==> config.mk <==
export PLATFORM = sky130hd
export DESIGN_NAME = uart_tx
export DESIGN_NICKNAME = d
export VERILOG_FILES = /design/src/rtl/uart_tx.sv
export SDC_FILE = /design/constraint.sdc
export NUM_CORES = 1
export LEC_CHECK = 0
export ABC_AREA = 0
export CAP_MARGIN = 20
export CORE_ASPECT_RATIO = 2
export CORE_MARGIN = 2
export CORE_UTILIZATION = 39
export CTS_BUF_LIST = sky130_fd_sc_hd__clkbuf_4 sky130_fd_sc_hd__clkbuf_8 sky130_fd_sc_hd__clkbuf_16
export DETAILED_ROUTE_END_ITERATION = 7
export SLEW_MARGIN = 25
export SYNTH_ARGS = -nofsm -noshare
export SYNTH_HDL_FRONTEND = slang
export SYNTH_SLANG_ARGS = --single-unit
==> constraint.sdc <==
create_clock -name clk -period 2.15 [get_ports clk]
set_input_delay 0.43 -clock clk [delete_from_list [all_inputs] [get_ports clk]]
set_output_delay 0.43 -clock clk [all_outputs]
set_load 0.03 [all_outputs]
==> src/rtl/uart_tx.sv <==
// uart_tx: byte-serial UART transmitter, 8 data bits LSB first, optional
// even/odd parity, one stop bit. Fixed integer baud divider, no FIFO; the
// tx_active/tx_done pair lets a handler pace bytes back-to-back.
module uart_tx #(
  parameter int CLKS_PER_BIT = 434,
  parameter int PARITY       = 0
) (
  input  logic       clk,
  input  logic       reset,
  input  logic       tx_start,
  input  logic [7:0] tx_data,
  output logic       tx_active,
  output logic       tx_done,
  output logic       tx_serial
);

  localparam int CW = $clog2(CLKS_PER_BIT);
  localparam logic [CW-1:0] LAST_CNT = CW'(CLKS_PER_BIT - 1);

  typedef enum logic [2:0] {
    S_IDLE   = 3'd0,
    S_START  = 3'd1,
    S_DATA   = 3'd2,
    S_PARITY = 3'd3,
    S_STOP   = 3'd4
  } state_t;

  state_t        state;
  logic [CW-1:0] baud_cnt;
  logic [2:0]    bit_idx;
  logic [7:0]    shift;
  logic [7:0]    latched;
  logic          bit_end;
  logic          parity_bit;

  assign bit_end = (baud_cnt == LAST_CNT);

  // Parity comes from the byte captured at accept time, so later tx_data
  // changes cannot corrupt a frame in flight.
  assign parity_bit = (PARITY == 2) ? ~(^latched) : (^latched);

  // Busy includes the request cycle itself so a handler that raised
  // tx_start sees busy before the FSM has left IDLE.
  assign tx_active = (state != S_IDLE) || tx_start;

  // Frame sequencer; tx_serial is registered and updated together with the
  // state so the line changes exactly on bit boundaries.
  always_ff @(posedge clk) begin
    if (!reset) begin
      state     <= S_IDLE;
      tx_serial <= 1'b1;
      tx_done   <= 1'b0;
      baud_cnt  <= '0;
      bit_idx   <= '0;
      shift     <= '0;
      latched   <= '0;
    end else begin
      tx_done <= 1'b0;
      case (state)
        S_IDLE: begin
          tx_serial <= 1'b1;
          if (tx_start) begin
            shift     <= tx_data;
            latched   <= tx_data;
            baud_cnt  <= '0;
            bit_idx   <= '0;
            tx_serial <= 1'b0;
            state     <= S_START;
          end
        end
        S_START: begin
          if (bit_end) begin
            baud_cnt  <= '0;
            tx_serial <= shift[0];
            state     <= S_DATA;
          end else begin
            baud_cnt <= baud_cnt + 1'b1;
          end
        end
        S_DATA: begin
          if (bit_end) begin
            baud_cnt <= '0;
            shift    <= shift >> 1;
            bit_idx  <= bit_idx + 3'd1;
            if (bit_idx == 3'd7) begin
              if (PARITY != 0) begin
                tx_serial <= parity_bit;
                state     <= S_PARITY;
              end else begin
                tx_serial <= 1'b1;
                state     <= S_STOP;
              end
            end else begin
              tx_serial <= shift[1];
            end
          end else begin
            baud_cnt <= baud_cnt + 1'b1;
          end
        end
        S_PARITY: begin
          if (bit_end) begin
            baud_cnt  <= '0;
            tx_serial <= 1'b1;
            state     <= S_STOP;
          end else begin
            baud_cnt <= baud_cnt + 1'b1;
          end
        end
        S_STOP: begin
          tx_serial <= 1'b1;
          if (bit_end) begin
            baud_cnt <= '0;
            tx_done  <= 1'b1;
            state    <= S_IDLE;
          end else begin
            baud_cnt <= baud_cnt + 1'b1;
          end
        end
        default: begin
          baud_cnt  <= '0;
          tx_serial <= 1'b1;
          state     <= S_IDLE;
        end
      endcase
    end
  end

endmodule

==> impl_metrics.ini <==
[status]
status = completed

[critical_path]
reg2reg_setup_slack_ns = 0.24
worst-path-buf-inv = 4
cp.depth = 5
crit_arrival_ns = 1.59
rr_endpoint = baud_cnt[6]
startpoint = tx_start
r2r-start = baud_cnt[1]
end_kind = output pin
ff2ff_path_depth = 6
cp-start-kind = input port
cp-endpoint = tx_active
cp_cell_sequence = clkdlybuf4s50_1 > nor4_1 > buf_4 > inv_1 > dlygate4sd2_1
crit_required_ns = 1.72
slowest_stage = clkdlybuf4s50_1
path_max_fanout = 2
max_stage_delay_ns = 0.42
crit_type = input port to output pin
crit_family = buffers and inverters

[cts]
clkLatencyLatePin_ns = 0.27
cts_num_sinks = 25
cts_resized = 1
cts_buffer_depth = 2
cts_setup_buffers = 0
clk_pin_slew_ns = 0.08
cts_inserted_buffers = 3
cts_tree = done
cts_max_level = 1
root_buffer = clkbuf_8
hold_buffers = 0

[yosys]
synth_cell_types = 38
avgSynthCellArea_um2 = 8.818
yosysMostFrequentCell = dfxtp_1
synth_top_area_share_pct = 38.61
synth.area.top_cells = dfxtp_1, mux2i_1, o211a_1
yosysWarnings = 0
netlist_area_um2 = 1296
synth-seq-cells = 25
synth-async-reset-ratio_pct = 0
syn_nets = 162
yosysTopAreaCell = dfxtp_1
synth_flop_cell = dfxtp_1
syn_inst = 147
synth-edff-count = 0
synth_common_cells = dfxtp_1, o21ai_0, nand2_1, nand3_1
ys_seq_area_share_pct = 38.61

[cells_and_area]
nets = 184
num_antenna_cells = 0
syn_to_final_growth_pct = 20.66
fin_area_um2 = 1564
layout-drive-gt1-share_pct = 10.12
fin_util_pct = 49.54

[place]
io_buffer_count = 13
hpwl_um = 2391
placed_cell_area_um2 = 1516
place_ws_ns = -0.1265
place.gp.congestion = 0.8432

[timing]
skew_ns = 0.005073
period_share_pct = 94.18
worstMarginPinSlew_ns = 0.5385
drv_slew = 0
fmax_mhz = 493.9
grt_setup_unrepaired = false
hold_violations = 0
relSlewSlack_pct = 63.17
fin_crit_ns = 2.025
finalSetupViolations = 0
setup_ws_ns = 0.1252

[floorplan]
core-area_um2 = 3157
fp.dieH_um = 85.53
die_area_um2 = 3829
start_util_pct = 41.06
die_x_um = 44.77
io_pins = 14
rows = 29

[route]
drt_iter0_drc = 19
dr.pass1.iters = 4
route.detailed.drc = 0
detail-route-antenna-nets = 0
wirelength_um = 3038
routed_via_density = 5.910
routedWlPerCell_um = 15.27
num_vias = 1176

[global_route]
overflow = 0
grt_pass1_wl_um = 5264
track_usage_pct = 18.10
grt_antenna_before_repair = 0
grt_max_degree = 20
grt_pass1_vias = 1218

[min_path]
hp-class = register to register

[power]
power_mw = 0.9054
p_leak_nw = 0.6892
p_per_area_nw_per_um2 = 578.9
peakVddDrop_mv = 0.3444

[flow_run]
maxCapViolations = 0
## area by class of cell
cell class,instances,area [µm²]
Clock buffer,4,48.80
Fill cell,302,1593
Inverter,4,15.01
Multi-Input combinational cell,110,742.0
Sequential cell,25,500.5
Tap cell,31,38.79
Timing Repair Buffer,25,219.0
## cells in the final DEF (no fill, tap or decap), types with 2 or more instances in the layout
| master | n |
|---|---|
| buf_4 | 12 |
| nand2b_1 | 3 |
| clkbuf_8 | 3 |
| a21o_1 | 3 |
| and3_1 | 4 |
| o211a_1 | 8 |
| clkdlybuf4s50_1 | 12 |
| dfxtp_1 | 25 |
| nand3_1 | 9 |
| o21a_1 | 2 |
| nand4_1 | 5 |
| nor3_1 | 2 |
| a21oi_1 | 7 |
| inv_1 | 4 |
| ha_1 | 4 |
| nand2_1 | 11 |
| nor3b_1 | 4 |
| nor4_1 | 2 |
| nor2_1 | 7 |
| mux2i_1 | 8 |
| o21ai_1 | 3 |
| o21ai_0 | 12 |
## stage by stage
stage	instances	TNS (ns)	hold WS [ns]
after floorplan	147	0	0.4356
after global placement	195	-0.1280	0.4469
after detailed placement	195	-0.1265	0.4553
after CTS	199	0	0.4700
after global routing	199	0	0.5107
final	199	0	0.4649
## report_power, final
group / internal [mW] / switching, mW / total, mW
Clock: 0.145 / 0.144 / 0.290
Combinational: 0.0600 / 0.0641 / 0.124
Sequential: 0.481 / 0.0112 / 0.492
## registers in the layout, indices dropped and copies added, names as in the netlist
| signal | count |
|---|---|
| tx_done | 1 |
| tx_serial | 1 |
| state | 3 |
| shift | 8 |
| baud_cnt | 9 |
| bit_idx | 3 |
## worst min path at each step
stage / endpoint / start / slack, ns / depth (start not counted)
global route: bit_idx[1] / bit_idx[1] / 0.51 / 2
finish: shift[7] / shift[7] / 0.46 / 2
detailed placement: shift[7] / shift[7] / 0.46 / 2
floorplan: shift[7] / shift[7] / 0.44 / 2
CTS: shift[7] / shift[7] / 0.47 / 2
global placement: tx_serial / tx_serial / 0.45 / 1
## layer usage
layer  global-route usage (%)  wire [µm]  vias up
li1                         -          -      589
met1                    19.00       1134      559
met2                    33.73       1775       22
met3                    2.105         74        6
met4                    7.713         55        0
met5                        0          0        -
## tightest hold or removal path, delay by kind of cell (launching register included)
kind / cells / cell delay, ns
flip-flops: 1 / 0.32
AO/OA/AOI/OAI: 1 / 0.06
AND/OR/NAND/NOR: 1 / 0.05
## cells by family after synthesis
kind of cell / synth area share [%]
simple gates: 24.42
fa+ha+maj: 3.861
mux: 6.178
flops: 38.61
compound gates: 22.10
buf+inv: 4.150
xor+xnor: 0.6758
Power figures use the tool's default switching activity.
